$ cat src/rtl/fb_read_arbiter.sv
// fb_read_arbiter: shares the framebuffer RAM read port between the VGA
// pixel fetcher (port A, always wins) and a secondary reader (port B).
// Read data is routed back through a {valid, owner} tag pipeline that is
// READ_LAT deep, so A latency is always READ_LAT+1 cycles.
// Optional build macro ARB_STATS_EN adds grant/stall statistics counters
// (stat_a_grants, stat_b_grants, stat_b_stall) and a stat_clr input.
//
// Port B handshake: a request transfers in a cycle where b_valid && b_ready;
// b_addr must hold while b_valid && !b_ready. Only one request is outstanding:
// the response is presented as b_rvalid/b_rdata, held until the cycle where
// b_rvalid && b_rready, and the next b_ready can come the cycle after that.
module fb_read_arbiter #(
  parameter int ADDR_W   = 18,
  parameter int DATA_W   = 8,
  parameter int READ_LAT = 2
) (
  input  logic              clk,
  input  logic              reset_n,
  input  logic              a_req,
  input  logic [ADDR_W-1:0] a_addr,
  output logic              a_rvalid,
  output logic [DATA_W-1:0] a_rdata,
  input  logic              b_valid,
  input  logic [ADDR_W-1:0] b_addr,
  output logic              b_ready,
  output logic              b_rvalid,
  output logic [DATA_W-1:0] b_rdata,
  input  logic              b_rready,
  output logic [ADDR_W-1:0] rdaddress,
  input  logic [DATA_W-1:0] q,
  output logic [1:0]        b_state_dbg
`ifdef ARB_STATS_EN
  ,
  input  logic              stat_clr,
  output logic [31:0]       stat_a_grants,
  output logic [31:0]       stat_b_grants,
  output logic [31:0]       stat_b_stall
`endif
);

  typedef enum logic [1:0] {
    B_IDLE = 2'd0,
    B_WAIT = 2'd1,
    B_RESP = 2'd2
  } b_state_e;

  b_state_e            b_state_q, b_state_d;
  logic [ADDR_W-1:0]   rdaddress_q, rdaddress_d;
  logic [READ_LAT-1:0] tag_vld_q, tag_vld_d;
  logic [READ_LAT-1:0] tag_own_q, tag_own_d;   // 1 = port B owns the slot
  logic                a_rvalid_q, a_rvalid_d;
  logic [DATA_W-1:0]   a_rdata_q, a_rdata_d;
  logic [DATA_W-1:0]   b_rdata_q, b_rdata_d;
  logic                grant_a, grant_b;
  logic                tail_a, tail_b;

  // Fixed priority grant: A whenever it asks, B only when A is idle and B has nothing pending.
  always_comb begin
    grant_a = a_req;
    grant_b = !a_req && (b_state_q == B_IDLE) && b_valid;
    tail_a  = tag_vld_q[READ_LAT-1] && !tag_own_q[READ_LAT-1];
    tail_b  = tag_vld_q[READ_LAT-1] &&  tag_own_q[READ_LAT-1];
  end

  // Address mux, tag shift register and read-data capture at the pipeline tail.
  always_comb begin
    rdaddress_d = rdaddress_q;
    if (grant_a)      rdaddress_d = a_addr;
    else if (grant_b) rdaddress_d = b_addr;
    tag_vld_d    = '0;
    tag_own_d    = '0;
    tag_vld_d[0] = grant_a || grant_b;
    tag_own_d[0] = grant_b;
    for (int i = 1; i < READ_LAT; i++) begin
      tag_vld_d[i] = tag_vld_q[i-1];
      tag_own_d[i] = tag_own_q[i-1];
    end
    a_rvalid_d = tail_a;
    a_rdata_d  = tail_a ? q : a_rdata_q;
    b_rdata_d  = tail_b ? q : b_rdata_q;
  end

  // Port B FSM next state: one outstanding request, response held until consumed.
  always_comb begin
    b_state_d = b_state_q;
    case (b_state_q)
      B_IDLE:  if (grant_b)  b_state_d = B_WAIT;
      B_WAIT:  if (tail_b)   b_state_d = B_RESP;
      B_RESP:  if (b_rready) b_state_d = B_IDLE;
      default:               b_state_d = B_IDLE;
    endcase
  end

  // State registers; reset discards in-flight tags and any pending B response.
  always_ff @(posedge clk or negedge reset_n) begin
    if (!reset_n) begin
      b_state_q   <= B_IDLE;
      rdaddress_q <= '0;
      tag_vld_q   <= '0;
      tag_own_q   <= '0;
      a_rvalid_q  <= 1'b0;
      a_rdata_q   <= '0;
      b_rdata_q   <= '0;
    end else begin
      b_state_q   <= b_state_d;
      rdaddress_q <= rdaddress_d;
      tag_vld_q   <= tag_vld_d;
      tag_own_q   <= tag_own_d;
      a_rvalid_q  <= a_rvalid_d;
      a_rdata_q   <= a_rdata_d;
      b_rdata_q   <= b_rdata_d;
    end
  end

  assign rdaddress   = rdaddress_q;
  assign a_rvalid    = a_rvalid_q;
  assign a_rdata     = a_rdata_q;
  assign b_ready     = grant_b;
  assign b_rvalid    = (b_state_q == B_RESP);
  assign b_rdata     = b_rdata_q;
  assign b_state_dbg = b_state_q;

`ifdef ARB_STATS_EN
  logic [31:0] stat_a_q, stat_a_d;
  logic [31:0] stat_b_q, stat_b_d;
  logic [31:0] stat_s_q, stat_s_d;
  logic        b_stall;

  // Saturating statistics counters; a synchronous clear beats an increment.
  always_comb begin
    b_stall  = b_valid && (b_state_q == B_IDLE) && a_req;
    stat_a_d = stat_a_q;
    stat_b_d = stat_b_q;
    stat_s_d = stat_s_q;
    if (stat_clr) begin
      stat_a_d = '0;
      stat_b_d = '0;
      stat_s_d = '0;
    end else begin
      if (grant_a && (stat_a_q != 32'hFFFF_FFFF)) stat_a_d = stat_a_q + 32'd1;
      if (grant_b && (stat_b_q != 32'hFFFF_FFFF)) stat_b_d = stat_b_q + 32'd1;
      if (b_stall && (stat_s_q != 32'hFFFF_FFFF)) stat_s_d = stat_s_q + 32'd1;
    end
  end

  // Statistics registers.
  always_ff @(posedge clk or negedge reset_n) begin
    if (!reset_n) begin
      stat_a_q <= '0;
      stat_b_q <= '0;
      stat_s_q <= '0;
    end else begin
      stat_a_q <= stat_a_d;
      stat_b_q <= stat_b_d;
      stat_s_q <= stat_s_d;
    end
  end

  assign stat_a_grants = stat_a_q;
  assign stat_b_grants = stat_b_q;
  assign stat_b_stall  = stat_s_q;
`endif

endmodule

$ cat config.mk
export PLATFORM = sky130hd
export DESIGN_NAME = fb_read_arbiter
export DESIGN_NICKNAME = d
export VERILOG_FILES = /design/src/rtl/fb_read_arbiter.sv
export SDC_FILE = /design/constraint.sdc
export NUM_CORES = 1
export LEC_CHECK = 0
export ABC_AREA = 1
export ABC_CLOCK_PERIOD_IN_PS = 2200
export BUFFER_PORTS_ARGS = -buffer_cell sky130_fd_sc_hd__buf_2
export CAP_MARGIN = 20
export CORE_UTILIZATION = 48
export CTS_CLUSTER_SIZE = 16
export DETAILED_ROUTE_END_ITERATION = 12
export PLACE_DENSITY_LB_ADDON = 0.05
export SLEW_MARGIN = 10
export SYNTH_ARGS = -nofsm -noshare
export SYNTH_HDL_FRONTEND = slang
export SYNTH_SLANG_ARGS = --single-unit
$ cat constraint.sdc
create_clock -name clk -period 2.2 [get_ports clk]
set_input_delay 0.55 -clock clk [delete_from_list [all_inputs] [get_ports clk]]
set_output_delay 0.55 -clock clk [all_outputs]
set_load 0.03 [all_outputs]
# --- Yosys cells after proc, flatten, opt, wreduce, memory -nomap -nowiden ---
# Index checks and enable logic that the tools add are counted.
word_totals:
  regBits: 41
  inputBits: 49
  out_inout_bits: 39
  elab_cells: 28
classes:
  eq_ne: 5
  muxes: 6
  n_reduce_logical: 10
op_table:
  columns: ["cell", "n"]
  rows:
  - ["18-bit two-way mux", 2]
  - ["2-bit two-way mux", 3]
  - ["2-bit one-hot mux with 3 select lines", 1]
  - ["1-bit logical AND", 4]
  - ["2-bit != test (second input constant)", 2]
  - ["3-bit AND reduction", 1]
  - ["2-bit by 1-bit == test with 1-bit output (second input constant)", 1]
  - ["2-bit == test (second input constant)", 1]
  - ["1-bit zero test", 2]
  - ["2-bit zero test", 1]
  - ["2-bit by 1-bit != test with 1-bit output (second input constant)", 1]
  - ["2-bit nonzero test", 1]
  - ["1-bit logical OR", 1]

# --- Depth between registers and ports, before layout ---
logic_depth:
  depth_word: 5
  mapped_depth: 7
  depth_no_buf: 6

# --- Worst setup path before layout ---
# No wires, ideal clock.
synth_timing:
  path_kind: "flip-flop to output port"
  startpoint: "register b_state_q[0] (netlist: b_state_dbg[0])"
  endpoint: "output port b_ready"
  t_arrival_ps: 1155
  required_ps: 1650
  slack_ps: 495
  path_stages_with_launch: 5
  path_buffers: 1
  cell_sequence: "dfrtp_1 > nor2_1 > nand2_1 > buf_2 > inv_1"
synth_via:
  elab_chain_len: 3
synth_rtl:
  columns: ["element", "line_no", "source"]
  rows:
  - ["start, declared", "47", "b_state_e b_state_q, b_state_d;"]
  - ["start signal, assigned", "105", "b_state_q <= b_state_d;"]
  - ["2-bit zero test", "60", "grant_b = !a_req && (b_state_q == B_IDLE) && b_valid;"]
  - ["1-bit logical AND (2 in a row)", "60", null]
  - ["end, declared", "25", "output logic b_ready,"]
# No other way between the ends.

# --- Worst setup path in the final report ---
layout_timing:
  startpoint: "input port a_req"
  endpoint: "output port b_ready"
layout_via:
  elab_chain_len: 3
layout_rtl:
  columns: ["element", "line_no", "source"]
  rows:
  - ["start, declared", "19", "input logic a_req,"]
  - ["1-bit zero test", "60", null]
  - ["1-bit logical AND (2 in a row)", "60", null]
# No other way between the ends.

==> results.json <==
{
  "outcome": "completed",
  "max_cap_viol_count": 0,
  "floorplan.die_area_um2": 4070,
  "accumulated_negative_setup_slack_ps": 0,
  "worstSkewPairLatency_ps": 280,
  "boundaryPins": 88,
  "worst_slack_ps": 393,
  "cp_data_required_time_ps": 1650,
  "groute.usage.overall": 0.203,
  "firstDrtPassIters": 4,
  "pwr-share-clk": 0.187,
  "netSwitchingFraction": 0.411,
  "wire_length_of_the_first_global_routing_pass_um": 6350,
  "setup_repair_after_global_routing_missed_its_margin": "no",
  "leak_pwr_nw": 1.41,
  "ys_seq_area_frac": 0.560,
  "clk_root_buffer_cell": "sky130_fd_sc_hd__clkbuf_8",
  "time_the_final_worst_path_needs_with_i_o_delays_and_setup_ps": 1810,
  "detail_route.wirelength_um": 3650,
  "hold_ws_ps": 165,
  "netlist_instances": 217,
  "num_rows": 22,
  "slew_violations": 0,
  "ir_drop_mv": 0.426,
  "cts.repair_timing.setup_buffer_count": 0,
  "finalCoreUtilization": 0.639,
  "worstMarginPinSlew_ps": 733,
  "min_period_over_period": 0.822,
  "die_width_um": 63.8,
  "total_power_mw": 2.44,
  "final_layout_size_suffix_gt1_frac": 0.355,
  "tritoncts": "built",
  "relative_contribution_of_sequential_cells_to_total_power": 0.428,
  "postSynthRegisterBits": 41,
  "post_synth.cell_area_avg_um2": 8.45,
  "switchingPower_mw": 1.00,
  "timing.critical_path.from_type": "input port",
  "skew_ps": 2.50,
  "area_growth_pct": 27.7,
  "path_clk_slew_ps": 70,
  "endpoint_kind": "output port",
  "relSlewSlack": 0.511,
  "placed_inst_area_um2": 2260,
  "num_vias": 1623,
  "port_buffer_count": 87,
  "die_h_um": 63.8,
  "design_area_um2": 2340,
  "antenna-diode-count": 0,
  "tritoncts_num_sinks": 41,
  "worst_hold_path_type": "in -> async",
  "initial_utilization": 0.501,
  "grt_antenna_before_repair": 0,
  "post_synth_instance_area_um2": 1830,
  "layout_commonest_cell": "sky130_fd_sc_hd__nand2_1",
  "place_congestion": 0.681,
  "viasPerCell": 4.61,
  "drt.antenna.violating_nets": 0,
  "net_count_of_the_finished_layout": 352,
  "remaining_drc_errors": 0,
  "total_nets_after_synthesis": 266,
  "post_synth_num_cell_types": 17,
  "n_fill_cell": 351,
  "pre_cts_setup_slack_ps": 376,
  "setup_viol": 0,
  "globalRoute.totalOverflow": 0,
  "fmaxAchievable_ghz": 0.553,
  "layout.cells.most_common_list": "sky130_fd_sc_hd__nand2_1 (108), sky130_fd_sc_hd__buf_2 (87), sky130_fd_sc_hd__dfrtp_1 (41), sky130_fd_sc_hd__nand3_1 (19), sky130_fd_sc_hd__inv_1 (13)",
  "grt_max_degree": 38,
  "cts_inserted_buffers": 5,
  "internal_power_mw": 1.44,
  "finalHoldViolCount": 0,
  "max-clock-path-buffers": 2,
  "drt_first_iter_violations": 93,
  "floorplan.core_area_um2": 3660,
  "dp.final_hpwl_um": 2610,
  "dp.cells": 344,
  "layout.cells.non_filler": 352,
  "synth-warning-count": 0,
  "worst-setup-path-type": "in -> out",
  "cp_max_fo": 20,
  "pwr_density_cell_nw_per_um2": 1040,
  "cp.arrival_ps": 1260,
  "share_comb_of_total_power": 0.384,
  "cts_hold_repair.buffers": 0,
  "first_global_vias": 1496,
  "post_cts_resize_count": 0,
  "cts_htree_levels": 2,
  "average_wire_length_per_cell_after_detail_routing_um": 10.4
}
[cells by family after synthesis]
group	synth area share
buffers and inverters	0.0806
AND/OR/NAND/NOR	0.296
AO/OA/AOI/OAI	0.0642
flip-flops	0.560
[power groups by stage]
| stage | sequential [mW] | clock, mW | combinational, mW |
|---|---|---|---|
| global route | 1.07 | 0.507 | 1.03 |
| finish | 1.05 | 0.458 | 0.940 |
| detailed placement | 1.06 | 0 | 0.952 |
| floorplan | 1.43 | 0 | 0.307 |
| CTS | 1.05 | 0.477 | 0.952 |
| global placement | 1.06 | 0 | 0.939 |
[registers in the layout (all words and copies together), names as in the netlist]
| register | count |
|---|---|
| rdaddress | 18 |
| a_rdata | 8 |
| b_rdata | 8 |
| b_state_dbg | 2 |
| tag_own_q | 2 |
| tag_vld_q | 2 |
| a_rvalid | 1 |
[layout make-up]
class	count	area [um2]	area share
timing repair buffer	90	458	0.196
sequential	41	1030	0.438
tap	48	60.1	0.0257
clock buffer	6	72.6	0.0310
multi-input combinational	151	659	0.282
clock inverter	2	10.0	0.00428
inverter	14	55.1	0.0235
[layer usage]
metal | routed length, um | vias up | share of wire | global-route usage
met4 | 78 | 0 | 0.021 | 0.108
met5 | 0 | - | 0 | 0
met3 | 192 | 8 | 0.053 | 0.0446
met2 | 1690 | 60 | 0.46 | 0.332
met1 | 1680 | 714 | 0.46 | 0.250
li1 | - | 841 | - | -
[synth_stat cells]
master / count / area, um2
sky130_fd_sc_hd__o21ai_0: 8 / 40.0
sky130_fd_sc_hd__o31ai_1: 1 / 7.51
sky130_fd_sc_hd__inv_1: 13 / 48.8
sky130_fd_sc_hd__buf_2: 4 / 20.0
sky130_fd_sc_hd__buf_12: 1 / 20.0
sky130_fd_sc_hd__buf_6: 2 / 22.5
sky130_fd_sc_hd__nor2_1: 3 / 11.3
sky130_fd_sc_hd__nand2_4: 1 / 11.3
sky130_fd_sc_hd__nand3_1: 19 / 95.1
sky130_fd_sc_hd__buf_4: 4 / 30.0
sky130_fd_sc_hd__nand4_1: 1 / 6.26
sky130_fd_sc_hd__inv_4: 1 / 6.26
sky130_fd_sc_hd__nand2_2: 1 / 6.26
sky130_fd_sc_hd__nand2_1: 108 / 405
sky130_fd_sc_hd__o21ai_2: 8 / 70.1
sky130_fd_sc_hd__dfrtp_1: 41 / 1030
sky130_fd_sc_hd__or2_1: 1 / 6.26
[path summary, 6_finish.rpt]
path	start	end	slack, ps	depth (start not counted)
setup / recovery	a_req	b_ready	390	5
hold / removal	reset_n	a_rvalid$_DFF_PN0_	160	1
setup reg to reg	tag_vld_q[1]$_DFF_PN0_	a_rdata[1]$_DFFE_PN0P_	860	4
hold reg to reg	tag_vld_q[0]$_DFF_PN0_	tag_vld_q[1]$_DFF_PN0_	350	0
max in group asynchronous	reset_n	a_rdata[7]$_DFFE_PN0P_	1510	2
min in group clk	tag_vld_q[0]$_DFF_PN0_	tag_vld_q[1]$_DFF_PN0_	350	0
[worst max-delay path: stages]
cell	delay, ps
sky130_fd_sc_hd__buf_2	310
sky130_fd_sc_hd__nor2_1	90
sky130_fd_sc_hd__nand2_1	90
sky130_fd_sc_hd__inv_1	50
sky130_fd_sc_hd__buf_2	170
Note: power is estimated with default switching activity, not from simulation.
